File: config.mk
export PLATFORM = sky130hd
export DESIGN_NAME = pipe_cla_adder_flat
export DESIGN_NICKNAME = d
export VERILOG_FILES = /design/src/rtl/pipe_cla_adder_pkg.sv /design/src/rtl/pipe_cla_adder_if.sv /design/src/rtl/pipe_cla_adder_cla_slice.sv /design/src/rtl/pipe_cla_adder.sv /design/src/flat_wrapper.sv
export SDC_FILE = /design/constraint.sdc
export NUM_CORES = 1
export LEC_CHECK = 0
export ABC_AREA = 1
export CORE_UTILIZATION = 40
export CTS_CLUSTER_DIAMETER = 80
export DETAILED_ROUTE_END_ITERATION = 16
export DONT_BUFFER_PORTS = 1
export GPL_TIMING_DRIVEN = 0
export PLACE_DENSITY = 0.63
export SLEW_MARGIN = 20
export SYNTH_ARGS = -nofsm -noshare
export SYNTH_HDL_FRONTEND = slang
export SYNTH_HIERARCHICAL = 1
export SYNTH_SLANG_ARGS = --single-unit
File: constraint.sdc
create_clock -name clk -period 2.5 [get_ports clk]
set_input_delay 0.5 -clock clk [delete_from_list [all_inputs] [get_ports clk]]
set_output_delay 0.5 -clock clk [all_outputs]
set_load 0.01 [all_outputs]
File: src/rtl/pipe_cla_adder_pkg.sv
// Shared definitions for the pipelined carry-lookahead adder: operation
// encodings, legal parameter ranges and the parameter legality check.
package pipe_cla_adder_pkg;

  localparam logic [1:0] MODE_ADD = 2'b00;
  localparam logic [1:0] MODE_SUB = 2'b01;
  localparam logic [1:0] MODE_ADC = 2'b10;

  localparam int unsigned WIDTH_MIN  = 8;
  localparam int unsigned WIDTH_MAX  = 64;
  localparam int unsigned STAGES_MIN = 1;
  localparam int unsigned STAGES_MAX = 8;
  localparam int unsigned GROUP_MIN  = 1;
  localparam int unsigned GROUP_MAX  = 64;

  function automatic bit params_legal(int unsigned width, int unsigned stages,
                                      int unsigned group);
    if (width < WIDTH_MIN || width > WIDTH_MAX) return 1'b0;
    if (stages < STAGES_MIN || stages > STAGES_MAX) return 1'b0;
    if (group < GROUP_MIN || group > GROUP_MAX) return 1'b0;
    if ((width % stages) != 0) return 1'b0;
    if (((width / stages) % group) != 0) return 1'b0;
    return 1'b1;
  endfunction

endpackage

File: src/rtl/pipe_cla_adder_if.sv
// Operand/result handshake bundle of the pipelined adder. The slave modport is
// the adder's view, the master modport is the producer/consumer side.
interface pipe_cla_adder_if #(
  parameter int unsigned WIDTH = 32
);
  logic             in_valid;
  logic             in_ready;
  logic [WIDTH-1:0] x;
  logic [WIDTH-1:0] y;
  logic             cIn;
  logic [1:0]       mode;
  logic             out_valid;
  logic             out_ready;
  logic [WIDTH-1:0] s;
  logic             cOut;
  logic             ovf;
  logic             zero;

  modport slave (
    input  in_valid, x, y, cIn, mode, out_ready,
    output in_ready, out_valid, s, cOut, ovf, zero
  );

  modport master (
    output in_valid, x, y, cIn, mode, out_ready,
    input  in_ready, out_valid, s, cOut, ovf, zero
  );
endinterface

File: src/rtl/pipe_cla_adder_cla_slice.sv
// Combinational W-bit carry-lookahead adder: GROUP-bit lookahead groups plus a
// flat group-level lookahead across the slice.
module cla_slice #(
  parameter int unsigned W     = 16,
  parameter int unsigned GROUP = 4
) (
  input  logic [W-1:0] a_i,
  input  logic [W-1:0] b_i,
  input  logic         c_i,
  output logic [W-1:0] s_o,
  output logic         c_o
);
  localparam int Ng = int'(W / GROUP);
  localparam int Gw = int'(GROUP);

  logic [W-1:0]  g, p, c;
  logic [Ng-1:0] gg, gp;
  logic [Ng:0]   gc;
  logic          term;

  always_comb begin
    g    = a_i & b_i;
    p    = a_i ^ b_i;
    term = 1'b0;
    for (int j = 0; j < Ng; j++) begin
      gg[j] = 1'b0;
      gp[j] = 1'b1;
      for (int i = 0; i < Gw; i++) begin
        gg[j] = g[j*Gw+i] | (p[j*Gw+i] & gg[j]);
        gp[j] = gp[j] & p[j*Gw+i];
      end
    end
    // Each group carry is a flat sum of products, not a ripple through groups.
    for (int j = 0; j <= Ng; j++) begin
      gc[j] = c_i;
      for (int i = 0; i < j; i++) gc[j] = gc[j] & gp[i];
      for (int k = 0; k < j; k++) begin
        term = gg[k];
        for (int i = k + 1; i < j; i++) term = term & gp[i];
        gc[j] = gc[j] | term;
      end
    end
    for (int j = 0; j < Ng; j++) begin
      for (int i = 0; i < Gw; i++) begin
        c[j*Gw+i] = gc[j];
        for (int m = 0; m < i; m++) c[j*Gw+i] = c[j*Gw+i] & p[j*Gw+m];
        for (int k = 0; k < i; k++) begin
          term = g[j*Gw+k];
          for (int m = k + 1; m < i; m++) term = term & p[j*Gw+m];
          c[j*Gw+i] = c[j*Gw+i] | term;
        end
      end
    end
    s_o = p ^ c;
    c_o = gc[Ng];
  end

endmodule

File: src/rtl/pipe_cla_adder.sv
// Pipelined adder: stage k adds slice k of the operands with the carry from
// stage k-1; skew registers carry the full operands and partial sum along.
module pipe_cla_adder
  import pipe_cla_adder_pkg::*;
#(
  parameter int unsigned WIDTH  = 32,
  parameter int unsigned STAGES = 2,
  parameter int unsigned GROUP  = 4
) (
  input logic             clk,
  input logic             rst_n,
  pipe_cla_adder_if.slave bus
);
  localparam int unsigned W    = WIDTH / STAGES;
  localparam int unsigned Last = STAGES - 1;

  if (!params_legal(WIDTH, STAGES, GROUP)) begin : g_param_check
    $error("pipe_cla_adder: illegal WIDTH/STAGES/GROUP combination");
  end

  logic                         adv;
  logic [WIDTH-1:0]             b_eff;
  logic                         c0;
  logic [STAGES-1:0][WIDTH-1:0] a_d, a_q, b_d, b_q, s_in, sum_d, sum_q;
  logic [STAGES-1:0]            c_in, carry_d, carry_q, valid_d, valid_q;
  logic [STAGES-1:0][W-1:0]     slice_s;
  logic                         ovf_d, ovf_q, zero_d, zero_q;
  logic                         unused_ab;

  assign adv = bus.out_ready | ~valid_q[Last];

  always_comb begin
    b_eff = bus.y;
    c0    = 1'b0;
    case (bus.mode)
      MODE_ADD: ;
      MODE_SUB: begin
        b_eff = ~bus.y;
        c0    = 1'b1;
      end
      MODE_ADC: c0 = bus.cIn;
      default: ;
    endcase
  end

  for (genvar k = 0; k < STAGES; k++) begin : g_stage
    logic [WIDTH-1:0] sum_k;

    if (k == 0) begin : g_head
      assign a_d[k]     = bus.x;
      assign b_d[k]     = b_eff;
      assign s_in[k]    = '0;
      assign c_in[k]    = c0;
      assign valid_d[k] = bus.in_valid;
    end else begin : g_body
      assign a_d[k]     = a_q[k-1];
      assign b_d[k]     = b_q[k-1];
      assign s_in[k]    = sum_q[k-1];
      assign c_in[k]    = carry_q[k-1];
      assign valid_d[k] = valid_q[k-1];
    end

    cla_slice #(
      .W     (W),
      .GROUP (GROUP)
    ) u_slice (
      .a_i (a_d[k][k*W +: W]),
      .b_i (b_d[k][k*W +: W]),
      .c_i (c_in[k]),
      .s_o (slice_s[k]),
      .c_o (carry_d[k])
    );

    always_comb begin
      sum_k            = s_in[k];
      sum_k[k*W +: W]  = slice_s[k];
    end
    assign sum_d[k] = sum_k;
  end

  // Flags come from the completed sum in the final stage, before registering.
  assign ovf_d  = (a_d[Last][WIDTH-1] == b_d[Last][WIDTH-1]) &
                  (sum_d[Last][WIDTH-1] != a_d[Last][WIDTH-1]);
  assign zero_d = (sum_d[Last] == '0);

  always_ff @(posedge clk or negedge rst_n) begin
    if (!rst_n) begin
      valid_q <= '0;
      a_q     <= '0;
      b_q     <= '0;
      sum_q   <= '0;
      carry_q <= '0;
      ovf_q   <= 1'b0;
      zero_q  <= 1'b0;
    end else if (adv) begin
      valid_q <= valid_d;
      a_q     <= a_d;
      b_q     <= b_d;
      sum_q   <= sum_d;
      carry_q <= carry_d;
      ovf_q   <= ovf_d;
      zero_q  <= zero_d;
    end
  end

  // Operands leaving the last stage have no consumer.
  assign unused_ab = ^{a_q[Last], b_q[Last]};

  assign bus.in_ready  = adv;
  assign bus.out_valid = valid_q[Last];
  assign bus.s         = sum_q[Last];
  assign bus.cOut      = carry_q[Last];
  assign bus.ovf       = ovf_q;
  assign bus.zero      = zero_q;

endmodule

File: src/flat_wrapper.sv
// flat-port wrapper written by rule: the top's interface ports become plain ports
module pipe_cla_adder_flat import pipe_cla_adder_pkg::*;
#(
  parameter int unsigned WIDTH  = 32,
  parameter int unsigned STAGES = 2,
  parameter int unsigned GROUP  = 4
)
  (clk, rst_n, bus_in_valid, bus_x, bus_y, bus_cIn, bus_mode, bus_out_ready, bus_in_ready, bus_out_valid, bus_s, bus_cOut, bus_ovf, bus_zero);
  pipe_cla_adder_if #(.WIDTH(WIDTH)) bus_i ();
  input logic clk;
  input logic rst_n;
  input wire logic [$bits(bus_i.in_valid)-1:0] bus_in_valid;
  input wire logic [$bits(bus_i.x)-1:0] bus_x;
  input wire logic [$bits(bus_i.y)-1:0] bus_y;
  input wire logic [$bits(bus_i.cIn)-1:0] bus_cIn;
  input wire logic [$bits(bus_i.mode)-1:0] bus_mode;
  input wire logic [$bits(bus_i.out_ready)-1:0] bus_out_ready;
  output wire logic [$bits(bus_i.in_ready)-1:0] bus_in_ready;
  output wire logic [$bits(bus_i.out_valid)-1:0] bus_out_valid;
  output wire logic [$bits(bus_i.s)-1:0] bus_s;
  output wire logic [$bits(bus_i.cOut)-1:0] bus_cOut;
  output wire logic [$bits(bus_i.ovf)-1:0] bus_ovf;
  output wire logic [$bits(bus_i.zero)-1:0] bus_zero;
  assign bus_i.in_valid = bus_in_valid;
  assign bus_i.x = bus_x;
  assign bus_i.y = bus_y;
  assign bus_i.cIn = bus_cIn;
  assign bus_i.mode = bus_mode;
  assign bus_i.out_ready = bus_out_ready;
  assign bus_in_ready = bus_i.in_ready;
  assign bus_out_valid = bus_i.out_valid;
  assign bus_s = bus_i.s;
  assign bus_cOut = bus_i.cOut;
  assign bus_ovf = bus_i.ovf;
  assign bus_zero = bus_i.zero;
  pipe_cla_adder #(.WIDTH(WIDTH), .STAGES(STAGES), .GROUP(GROUP)) u_core (.clk(clk), .rst_n(rst_n), .bus(bus_i));
endmodule
==> impl_results.md <==
- Fmax: 400 MHz
- Final setup fails: 1
- Fraction of layout cells with a size suffix above 1: 22.0%
- Critical Path End: u_core/bus.zero$_DFFE_PN0P_
- Core area: 0.0123 mm²
- Reg2reg end: u_core/bus.zero$_DFFE_PN0P_
- Grt ovf: 0
- CP max-delay cell: dfrtp_1
- Unrepaired setup endpoints after global routing: yes
- Synth Cell Area: 0.00512 mm²
- Unique masters post-synth: 31
- Worst setup EP type: flip-flop
- Placement Cell Area: 0.00542 mm²
- Flops & latches, synth: 86
- Router iterations before antenna repair: 4
- Die Ht: 115 µm
- DIE WIDTH: 115 µm
- Final hold vios: 86
- P_leak: 3.05 nW
- Diodes inserted: 0
- Drt drc: 0
- Largest net degree at the start of global routing: 87
- RePlAce Congestion: 0.809
- Buffers on Ports: 0
- I/O Pins: 108
- Worst Setup SP: u_core/b_d[53]$_DFFE_PN0P_
- CTS clk-pin slew, worst paths: 60 ps
- Global-route usage over all layers: 18.6%
- Vias: 3834
- FF-to-FF Start: u_core/b_d[53]$_DFFE_PN0P_
- Initial antenna violation count: 0
- Num rows: 40
- Syn_area_per_cell: 8.70 µm²
- CTS buffer count: 9
- Clk_lat worst skew: 340 ps
- Slack of the critical path: -0.466 ps
- Synth Warn #: 6
- Design Area, Final: 0.00623 mm²
- Initial detailed-routing violation count: 245
- Synth top area cells: dfrtp_1, nand2_1, ha_1
- Clock Skew: 8.56 ps
- Worst min path class: input port to async pin
- Max-Cap Viols: 0
- Area leader, netlist: dfrtp_1
- Worst-path cell chain: ha_4 -> nand2_2 -> nand2_1 -> nand2_2 -> nand2_1 -> a21o_1 -> nor2_2 -> nand2_2 -> fa_1 -> xor2_1 -> nor2_1 -> nand3_1 -> nor2_2 -> nand3_1 -> nand2_1
- Placed Instances: 756
- Initial Utilization: 41.7%
- Detail Route Antenna Nets: 0
- CTS Sinks: 86
- Synth top area share: 42.1%
- Maximum VDD drop: 0.000387 V
- R2R setup slack: -0.5 ps
- Area growth syn-to-layout: 21.8%
- Max H-tree Level: 3
- CTS root buf: clkbuf_16
- Fin crit share: 100%
- Setup TNS: -0.466 ps
- Vias in the first global route: 3769
- Post-layout nets: 743
- Die area: 0.0132 mm²
- WP data arrival: 2780 ps
- Routed len/inst: 15.3 µm
- Routed Wire Length: 12.1 mm
- DP HPWL: 8.79 mm
- Tightest Pin Transition: 468 ps
- Pre-CTS setup slack: -422 ps
- Slowest stage delay, CP: 410 ps
- Syn nets: 709
- Failing checks: hold timing, setup timing
- Worst-path fanout max: 4
- Status: finished with violations
- CTS tree: done
- Routed vias/inst: 4.82
- Relative slew slack: 68.8%
- CP required: 2770 ps
- Power Density: 859 mW/mm²
- Global-route wire length before repair: 18.6 mm
- CTS max path bufs: 2
- Hold Slack: -142 ps
- Crit start category: flip-flop
- Final std cells w/o fill: 795
- Register-to-Register Path Depth: 15
- Crit Path Class: flip-flop to flip-flop
- Final Max Tran Viols: 0
- Cells after Synth: 588
- Register area share after synthesis: 42.1%
- Crit path time final: 2500 ps
[worst max-delay path: cells and delay by family (launching register included)]
family                     cells  cell delay [ps]
xor gates and xnor gates       1              210
adders and majority gates      2              670
and+or+nand+nor               11              990
DFF                            1              410
AOI/OAI and AO/OA              1              160
[Yosys cell counts]
master    number
a21oi_1       16
xor2_1        34
xnor2_1       22
o21ai_1       29
o21ai_0       26
buf_4          5
a211oi_1       1
buf_8          1
nand2_1      196
clkbuf_2       2
nand2_2        5
inv_1         38
inv_2          7
ha_1          42
fa_1           8
nor2_2         4
a21oi_2        2
buf_6          7
nand3_2        4
nor2_1        22
buf_2          3
nand4_1        2
o21bai_1       1
nand2_4        1
nand3_1       16
nand3b_1       1
nand3b_4       1
dfrtp_1       86
inv_4          1
clkbuf_1       4
a21o_1         1
[layout make-up]
| type | instances | area [µm²] |
|---|---|---|
| Inverter | 46 | 188 |
| Multi-Input combinational cell | 434 | 3010 |
| Clock buffer | 10 | 229 |
| Sequential cell | 86 | 2150 |
| Clock inverter | 6 | 71.3 |
| Buffer | 21 | 185 |
| Timing Repair Buffer | 24 | 188 |
| Fill cell | 1117 | 6030 |
| Tap cell | 168 | 210 |
[logic make-up (layout without fill, tap and decap cells)]
kind of cell	count (synthesis)	in the layout	synth area share, %
buffers and inverters	68	107	6.77
AND/OR/NAND/NOR	252	252	20.4
flip-flops	86	86	42.1
adder cells (fa/ha/maj)	50	50	13.4
XOR/XNOR	56	56	9.59
AO/OA/AOI/OAI	76	76	7.73
[registers in the layout (all words and copies together) (netlist names)]
name and flops:
u_core/bus.s 32, u_core/a_d 16, u_core/b_d 16, u_core/g_stage.sum_k 16, u_core/carry_q 2, u_core/valid_q 2, u_core/bus.ovf 1, u_core/bus.zero 1
[timing repair]
action,CTS,global route
hold endpoints to repair,86,86
resized for setup,13,49
pin swaps,11,44
buffers inserted,6,18
setup endpoints to repair,5,10
[placed cells by master, fill, tap and decap left out, types with 3 or more instances in the layout]
cell,netlist,layout
a21oi_1,16,8
a21oi_2,2,8
buf_2,3,3
buf_4,5,25
buf_6,7,8
clkbuf_1,4,5
clkbuf_16,0,9
dfrtp_1,86,86
fa_1,8,6
ha_1,42,28
ha_4,0,13
inv_1,38,36
inv_2,7,8
nand2_1,196,180
nand2_2,5,19
nand2_4,1,3
nand3_1,16,9
nand3_2,4,7
nand3_4,0,4
nor2_1,22,20
nor2_2,4,6
o21ai_0,26,21
o21ai_1,29,34
xnor2_1,22,20
xor2_1,34,30
xor2_2,0,3
[stage by stage]
| step | hold slack [ps] | power, mW | utilization [%] |
|---|---|---|---|
| after floorplan | 204 | 3.30 | - |
| after global placement | 207 | 3.64 | 44.2 |
| after detailed placement | 206 | 3.70 | 44.2 |
| after CTS | -156 | 5.15 | 47.8 |
| after global routing | -164 | 5.71 | 50.8 |
| final | -142 | 5.35 | 50.8 |
[per-layer routing]
layer,part of all wire [%],GRT usage [%]
met4,1.5,7.45
met1,44,22.7
met5,0,0
met3,6.9,6.33
met2,48,30.1
[report_power, final]
part | internal [mW] | switching (mW)
clock | 0.781 | 0.553
combinational | 0.803 | 1.03
sequential | 1.79 | 0.398
[worst min-delay path by stage]
| stage | startpoint | end | slack, ps | depth (start not counted) |
|---|---|---|---|---|
| 2_1_floorplan | rst_n | u_core/a_d[48]$_DFFE_PN0P_ | 200 | 0 |
| 3_3_place_gp | rst_n | u_core/b_d[55]$_DFFE_PN0P_ | 210 | 0 |
| 3_5_place_dp | rst_n | u_core/a_d[55]$_DFFE_PN0P_ | 210 | 0 |
| 4_1_cts | rst_n | u_core/g_stage[1].sum_k[0]$_DFFE_PN0P_ | -160 | 0 |
| 5_1_grt | rst_n | u_core/a_d[57]$_DFFE_PN0P_ | -160 | 0 |
| 6_report | rst_n | u_core/b_d[55]$_DFFE_PN0P_ | -140 | 0 |
Note: power is estimated with default switching activity, not from simulation.
